===== config.mk =====
export PLATFORM = sky130hd
export DESIGN_NAME = uart_rx_fifo
export DESIGN_NICKNAME = d
export VERILOG_FILES = /design/src/rtl/uart_rx_fifo.sv
export SDC_FILE = /design/constraint.sdc
export NUM_CORES = 1
export LEC_CHECK = 0
export CAP_MARGIN = 20
export CORE_ASPECT_RATIO = 0.75
export CORE_UTILIZATION = 59
export DETAILED_ROUTE_END_ITERATION = 16
export PLACE_DENSITY = 0.79
export REMOVE_ABC_BUFFERS = 1
export SLEW_MARGIN = 30
export SYNTH_ARGS = -nofsm -noshare
export SYNTH_HDL_FRONTEND = slang
export SYNTH_SLANG_ARGS = --single-unit

===== constraint.sdc =====
create_clock -name SysClk -period 2.62 [get_ports SysClk]
set_clock_uncertainty 0.1 [all_clocks]
set_input_delay 0.262 -clock SysClk [delete_from_list [all_inputs] [get_ports SysClk]]
set_output_delay 0.262 -clock SysClk [all_outputs]
set_load 0.05 [all_outputs]

===== src/rtl/uart_rx_fifo.sv =====
// UART receiver (start/data MSB-first/parity/stop) feeding a first-word-fall-through FIFO.
// Define UART_RX_BREAK_DET_EN to build break detection; otherwise Break_Det is tied low.
module uart_rx_fifo #(
  parameter int unsigned DATA_BITS   = 8,
  parameter int unsigned STOP_BITS   = 2,
  parameter int unsigned PARITY_MODE = 1,
  parameter int unsigned OVERSAMPLE  = 16,
  parameter int unsigned FIFO_DEPTH  = 8
) (
  input  logic                        SysClk,
  input  logic                        Rst_n,
  input  logic                        Baud_Tick,
  input  logic                        Rx,
  input  logic                        Rd_En,
  input  logic                        Err_Clr,
  output logic [DATA_BITS-1:0]        Rx_Data,
  output logic                        Data_Rdy,
  output logic                        FIFO_Full,
  output logic [$clog2(FIFO_DEPTH):0] Fill_Level,
  output logic [2:0]                  Rx_Error,
  output logic                        Break_Det
);

  localparam int unsigned CNT_W = $clog2(OVERSAMPLE);
  localparam int unsigned BIT_W = $clog2(DATA_BITS);
  localparam int unsigned AW    = $clog2(FIFO_DEPTH);

  localparam logic [CNT_W-1:0] HALF_M1   = CNT_W'(OVERSAMPLE / 2 - 1);
  localparam logic [CNT_W-1:0] FULL_M1   = CNT_W'(OVERSAMPLE - 1);
  localparam logic [BIT_W-1:0] LAST_BIT  = BIT_W'(DATA_BITS - 1);
  localparam logic             LAST_STOP = (STOP_BITS == 2);
  localparam logic             PAR_ODD   = (PARITY_MODE == 2);
  localparam logic [AW:0]      DEPTH_L   = (AW + 1)'(FIFO_DEPTH);

  typedef enum logic [2:0] {
    S_IDLE,
    S_START,
    S_DATA,
    S_PARITY,
    S_STOP,
    S_BRK_WAIT
  } state_t;

  // Input synchronizer and start-edge arming
  logic       rx_meta;
  logic       rx_sync;
  logic [1:0] sync_vld;
  logic       armed;
  logic       start_taken;

  always_ff @(posedge SysClk or negedge Rst_n) begin
    if (!Rst_n) begin
      rx_meta <= 1'b1;
      rx_sync <= 1'b1;
    end else begin
      rx_meta <= Rx;
      rx_sync <= rx_meta;
    end
  end

  // A start is only taken after the line has been seen high with real (post-reset) data,
  // so a line held low through reset or a break never launches a frame.
  always_ff @(posedge SysClk or negedge Rst_n) begin
    if (!Rst_n) begin
      sync_vld <= '0;
      armed    <= 1'b0;
    end else begin
      sync_vld <= {sync_vld[0], 1'b1};
      if (sync_vld[1] && rx_sync)
        armed <= 1'b1;
      else if (start_taken)
        armed <= 1'b0;
    end
  end

  // Receive FSM
  state_t               state, state_nxt;
  logic [CNT_W-1:0]     tick_cnt, tick_cnt_nxt;
  logic [BIT_W-1:0]     bit_cnt, bit_cnt_nxt;
  logic                 stop_cnt, stop_cnt_nxt;
  logic [DATA_BITS-1:0] shift_q, shift_nxt;
  logic                 par_err_q, par_err_nxt;
  logic                 frm_err_q, frm_err_nxt;
  logic                 all_zero_q, all_zero_nxt;
  logic                 wr_q, wr_nxt;
  logic                 perr_q, perr_nxt;
  logic                 ferr_q, ferr_nxt;
  logic                 sample;
`ifdef UART_RX_BREAK_DET_EN
  logic                 brk_q, brk_nxt;
`endif

  always_ff @(posedge SysClk or negedge Rst_n) begin
    if (!Rst_n) begin
      state      <= S_IDLE;
      tick_cnt   <= '0;
      bit_cnt    <= '0;
      stop_cnt   <= 1'b0;
      shift_q    <= '0;
      par_err_q  <= 1'b0;
      frm_err_q  <= 1'b0;
      all_zero_q <= 1'b0;
      wr_q       <= 1'b0;
      perr_q     <= 1'b0;
      ferr_q     <= 1'b0;
`ifdef UART_RX_BREAK_DET_EN
      brk_q      <= 1'b0;
`endif
    end else begin
      state      <= state_nxt;
      tick_cnt   <= tick_cnt_nxt;
      bit_cnt    <= bit_cnt_nxt;
      stop_cnt   <= stop_cnt_nxt;
      shift_q    <= shift_nxt;
      par_err_q  <= par_err_nxt;
      frm_err_q  <= frm_err_nxt;
      all_zero_q <= all_zero_nxt;
      wr_q       <= wr_nxt;
      perr_q     <= perr_nxt;
      ferr_q     <= ferr_nxt;
`ifdef UART_RX_BREAK_DET_EN
      brk_q      <= brk_nxt;
`endif
    end
  end

  always_comb begin
    state_nxt    = state;
    tick_cnt_nxt = tick_cnt;
    bit_cnt_nxt  = bit_cnt;
    stop_cnt_nxt = stop_cnt;
    shift_nxt    = shift_q;
    par_err_nxt  = par_err_q;
    frm_err_nxt  = frm_err_q;
    all_zero_nxt = all_zero_q;
    wr_nxt       = 1'b0;
    perr_nxt     = 1'b0;
    ferr_nxt     = 1'b0;
    start_taken  = 1'b0;
    sample       = 1'b0;
`ifdef UART_RX_BREAK_DET_EN
    brk_nxt      = 1'b0;
`endif

    if (Baud_Tick && state != S_IDLE && state != S_BRK_WAIT) begin
      if (tick_cnt == ((state == S_START) ? HALF_M1 : FULL_M1)) begin
        sample       = 1'b1;
        tick_cnt_nxt = '0;
      end else begin
        tick_cnt_nxt = tick_cnt + 1'b1;
      end
    end

    case (state)
      S_IDLE: begin
        tick_cnt_nxt = '0;
        if (armed && !rx_sync) begin
          state_nxt   = S_START;
          start_taken = 1'b1;
        end
      end
      S_START: begin
        if (sample) begin
          if (rx_sync) begin
            state_nxt = S_IDLE;
          end else begin
            state_nxt    = S_DATA;
            bit_cnt_nxt  = '0;
            par_err_nxt  = 1'b0;
            frm_err_nxt  = 1'b0;
            all_zero_nxt = 1'b1;
          end
        end
      end
      S_DATA: begin
        if (sample) begin
          shift_nxt    = {shift_q[DATA_BITS-2:0], rx_sync};
          all_zero_nxt = all_zero_q & ~rx_sync;
          if (bit_cnt == LAST_BIT) begin
            state_nxt    = (PARITY_MODE == 0) ? S_STOP : S_PARITY;
            stop_cnt_nxt = 1'b0;
          end else begin
            bit_cnt_nxt = bit_cnt + 1'b1;
          end
        end
      end
      S_PARITY: begin
        if (sample) begin
          par_err_nxt  = ((^shift_q) ^ rx_sync) != PAR_ODD;
          all_zero_nxt = all_zero_q & ~rx_sync;
          state_nxt    = S_STOP;
          stop_cnt_nxt = 1'b0;
        end
      end
      S_STOP: begin
        if (sample) begin
          frm_err_nxt  = frm_err_q | ~rx_sync;
          all_zero_nxt = all_zero_q & ~rx_sync;
          if (stop_cnt == LAST_STOP) begin
            state_nxt = S_IDLE;
`ifdef UART_RX_BREAK_DET_EN
            if (all_zero_nxt) begin
              state_nxt = S_BRK_WAIT;
              brk_nxt   = 1'b1;
            end else begin
              perr_nxt = par_err_q;
              ferr_nxt = frm_err_nxt;
              wr_nxt   = ~par_err_q & ~frm_err_nxt;
            end
`else
            perr_nxt = par_err_q;
            ferr_nxt = frm_err_nxt;
            wr_nxt   = ~par_err_q & ~frm_err_nxt;
`endif
          end else begin
            stop_cnt_nxt = 1'b1;
          end
        end
      end
      S_BRK_WAIT: begin
        if (rx_sync)
          state_nxt = S_IDLE;
      end
      default: state_nxt = S_IDLE;
    endcase
  end

  // Receive FIFO
  logic [DATA_BITS-1:0] mem [FIFO_DEPTH];
  logic [AW-1:0]        wr_ptr, rd_ptr;
  logic [AW:0]          count;
  logic                 full, do_rd, do_wr, ovr;

  assign full  = (count == DEPTH_L);
  assign do_rd = Rd_En && (count != '0);
  assign do_wr = wr_q && (!full || do_rd);
  assign ovr   = wr_q && full && !Rd_En;

  always_ff @(posedge SysClk or negedge Rst_n) begin
    if (!Rst_n) begin
      wr_ptr <= '0;
      rd_ptr <= '0;
      count  <= '0;
    end else begin
      if (do_wr)
        wr_ptr <= wr_ptr + 1'b1;
      if (do_rd)
        rd_ptr <= rd_ptr + 1'b1;
      case ({do_wr, do_rd})
        2'b10:   count <= count + 1'b1;
        2'b01:   count <= count - 1'b1;
        default: count <= count;
      endcase
    end
  end

  always_ff @(posedge SysClk) begin
    if (do_wr)
      mem[wr_ptr] <= shift_q;
  end

  always_ff @(posedge SysClk or negedge Rst_n) begin
    if (!Rst_n)
      Rx_Error <= '0;
    else
      Rx_Error <= (Err_Clr ? 3'b000 : Rx_Error) | {ovr, ferr_q, perr_q};
  end

  assign Data_Rdy   = (count != '0);
  assign Rx_Data    = Data_Rdy ? mem[rd_ptr] : '0;
  assign FIFO_Full  = full;
  assign Fill_Level = count;

`ifdef UART_RX_BREAK_DET_EN
  assign Break_Det = brk_q;
`else
  assign Break_Det = 1'b0;
`endif

endmodule


==> flow_metrics.tcl <==
set metrics [dict create \
    post_cts_buffers 0 \
    crit_end "FIFO_Full" \
    synth_edf_count 64 \
    synth_top_cell_by_area "edfxtp_1" \
    htree_levels 3 \
    fp.coreArea_sq_um 7430 \
    antenna_found_initial 0 \
    min_path_type "in2reg" \
    synth_mux_area_frac 0.133 \
    overflow 0 \
    worst_pin_slew_ns 0.755 \
    cts_buffers 9 \
    grt_max_degree 43 \
    diodes 0 \
    vias 2566 \
    rsz0062_at_grt "false" \
    crit_path_max_fanout 7 \
    start_util 0.616 \
    cp.arrival_ns 2.08 \
    critPathLaunch "Fill_Level[1]" \
    synthTopCellsByArea "edfxtp_1 (42%), dfrtp_1 (22%), mux4_2 (7.9%), mux2_2 (3.0%), nor2_1 (2.3%)" \
    cp.required_ns 2.26 \
    ctsRootBufferMaster "clkbuf_8" \
    reg2regPathDepth 6 \
    synth_cell_types 47 \
    status "complete, no violations" \
    setup_viol 0 \
    slew_violations 0 \
    pwr-share-seq 0.600 \
    final_cell_mix "edfxtp_1 (64), dfrtp_1 (40), nor2_1 (28)" \
    clkPwrFrac 0.316 \
    wl_per_cell_um 16.4 \
    ios 24 \
    grt_pass1_wl_mm 12.7 \
    fillCellCount 507 \
    drt_first_pass_iters 4 \
    final_layout_size_suffix_gt1_frac 0.207 \
    avgSynthCellArea_sq_um 14.5 \
    finalCritPeriodShare 0.933 \
    ant_nets 0 \
    final_common_cell "edfxtp_1" \
    dpl_worst_slack_ns 0.412 \
    dpl_cell_area_sq_um 4930 \
    synth_top_family_by_area "multiplexers" \
    hold_violations 0 \
    r2r-end "state[0]" \
    synth_area_sq_um 4580 \
    die_h_um 78.3 \
    comb_power_share 0.084 \
    ir_worst_vdd_mv 0.349 \
    drc_errors 0 \
    yosys_warnings 0 \
    syn_inst 316 \
    r2r-start "tick_cnt[0]" \
    start_kind "flop" \
    rows 27 \
    synthXorXnorAreaFrac 0.0306 \
    final_area_sq_um 5140 \
    power_switching_w 0.000705 \
    clockBufferDepth 2 \
    finalWirelength_mm 7.43 \
    critPathKind "reg2out" \
    final_net_count 360 \
    die_w_um 104 \
    first_iter_violations 168 \
    grt_pass1_vias 2546 \
    netSwitchingFraction 0.230 \
    worst_slack_ns 0.175 \
    synth-async-reset-ratio 0.396 \
    gp_congestion 0.847 \
    endpoint_kind "output pin" \
    relSlewSlack 0.497 \
    grt_use_total 0.207 \
    synth_flop_cell "edfxtp_1" \
    portBuffers 22 \
    place_inst 437 \
    leakage_nw 2.11 \
    rrSetupSlack_ns 0.59 \
    clock-sinks 106 \
    ys_seq_elements 106 \
    hpwl_mm 5.17 \
    synth-compound-area-share 0.0473 \
    cts_tree "done" \
    clkLatencyLatePin_ns 0.36 \
    cap_violations 0 \
    synthAdderAreaFrac 0.0164 \
    area_growth_pct 12.3 \
    finalPower_w 0.00307 \
    ys_seq_area_frac 0.650 \
    die_area_sq_um 8110 \
    fin_setup_tns_ns 0 \
    power.internal_w 0.00237 \
    vias_per_cell 5.65 \
    post-synth-top-area-fraction 0.420 \
    power_density_nw_per_um2 598 \
    clkTransAtPathRegs_ns 0.09 \
    stdcell_count 454 \
    period_needed_ns 2.45 \
    synthSimpleGateAreaFrac 0.100 \
    fmax_ghz 0.409 \
]
-- state kept, by name, indices dropped and copies added, names as in the netlist --
register / flops
Fill_Level: 4
Rx_Error: 3
armed: 1
bit_cnt: 3
ferr_q: 1
frm_err_q: 1
mem: 64
par_err_q: 1
perr_q: 1
rd_ptr: 3
rx_meta: 1
rx_sync: 1
shift_q: 8
state: 3
stop_cnt: 1
sync_vld: 2
tick_cnt: 4
wr_ptr: 3
wr_q: 1
-- power by group through the flow --
stage / logic (W) / registers (W) / clock network, W
2_1_floorplan: 0.000201 / 0.00186 / 0
3_3_place_gp: 0.000251 / 0.00188 / 0
3_5_place_dp: 0.000256 / 0.00188 / 0
4_1_cts: 0.000257 / 0.00184 / 0.000999
5_1_grt: 0.000293 / 0.00185 / 0.00106
6_report: 0.000258 / 0.00184 / 0.000972
-- worst min path at each step --
| stage | cells past startpoint | from | slack [ns] | to |
|---|---|---|---|---|
| after floorplan | 0 | Rst_n | -0.13 | Fill_Level[0] |
| after global placement | 0 | sync_vld[0] | 0.24 | sync_vld[1] |
| after detailed placement | 0 | sync_vld[0] | 0.25 | sync_vld[1] |
| after CTS | 1 | Rx | 0.18 | rx_meta |
| after global routing | 1 | Rx | 0.20 | rx_meta |
| final | 1 | Rx | 0.20 | rx_meta |
-- cells in the mapped netlist, types with 2 or more instances --
cell / n
buf_1: 2
xnor2_1: 11
nand3_1: 9
mux4_2: 16
dfstp_2: 2
o22ai_1: 4
inv_1: 7
nand4_1: 2
buf_2: 4
o21ai_0: 9
clkbuf_1: 7
xor2_1: 5
a21oi_1: 14
mux2_2: 12
nand2b_1: 4
ha_1: 6
a31oi_1: 2
a21o_1: 3
edfxtp_1: 64
conb_1: 2
dfrtp_1: 40
and2_1: 3
mux2i_1: 10
nor2b_1: 5
nor3_1: 5
nand2_1: 19
and3_1: 2
nor2_1: 28
-- per-stage QoR --
step                      hold slack [ns]  utilization
after CTS                           0.181        0.691
after global placement              0.237        0.663
final                               0.200        0.691
after global routing                0.197        0.691
after floorplan                    -0.134            -
after detailed placement            0.249        0.663
-- repair_timing --
action	in CTS	in global routing
hold endpoints to repair	40	0
hold buffers	1	0
resized for setup	0	0
-- layer usage --
| layer | vias to the layer above | track usage | wire length [um] |
|---|---|---|---|
| met5 | - | 0 | 0 |
| met4 | 0 | 0.0657 | 95 |
| met3 | 10 | 0.0573 | 409 |
| met2 | 69 | 0.311 | 3360 |
| met1 | 1263 | 0.299 | 3570 |
| li1 | 1224 | - | - |
-- worst max-delay path: stages, from the launching register on --
cell,delay (ns)
dfrtp_1,0.49
nor3_1,0.28
and2_1,0.16
clkdlybuf4s50_1,0.79
-- final cells by class --
class	instances	area, sq um	share of cell area
clock buffer	13	183	0.0355
sequential	106	2980	0.579
clock inverter	3	17.5	0.00341
multi-input combinational	188	1510	0.294
timing repair buffer	35	298	0.0579
tap	101	126	0.0246
inverter	8	30.0	0.00584
-- kinds of logic (layout without fill, tap and decap cells) --
group           Yosys count  in the layout
fa+ha+maj                 6              6
xor+xnor                 16             16
mux                      39             39
compound gates           37             37
flops                   106            106
buf+inv                  22             59
simple gates             88             88
other cells               2              2
No activity file was read; power rests on OpenSTA's default activity.
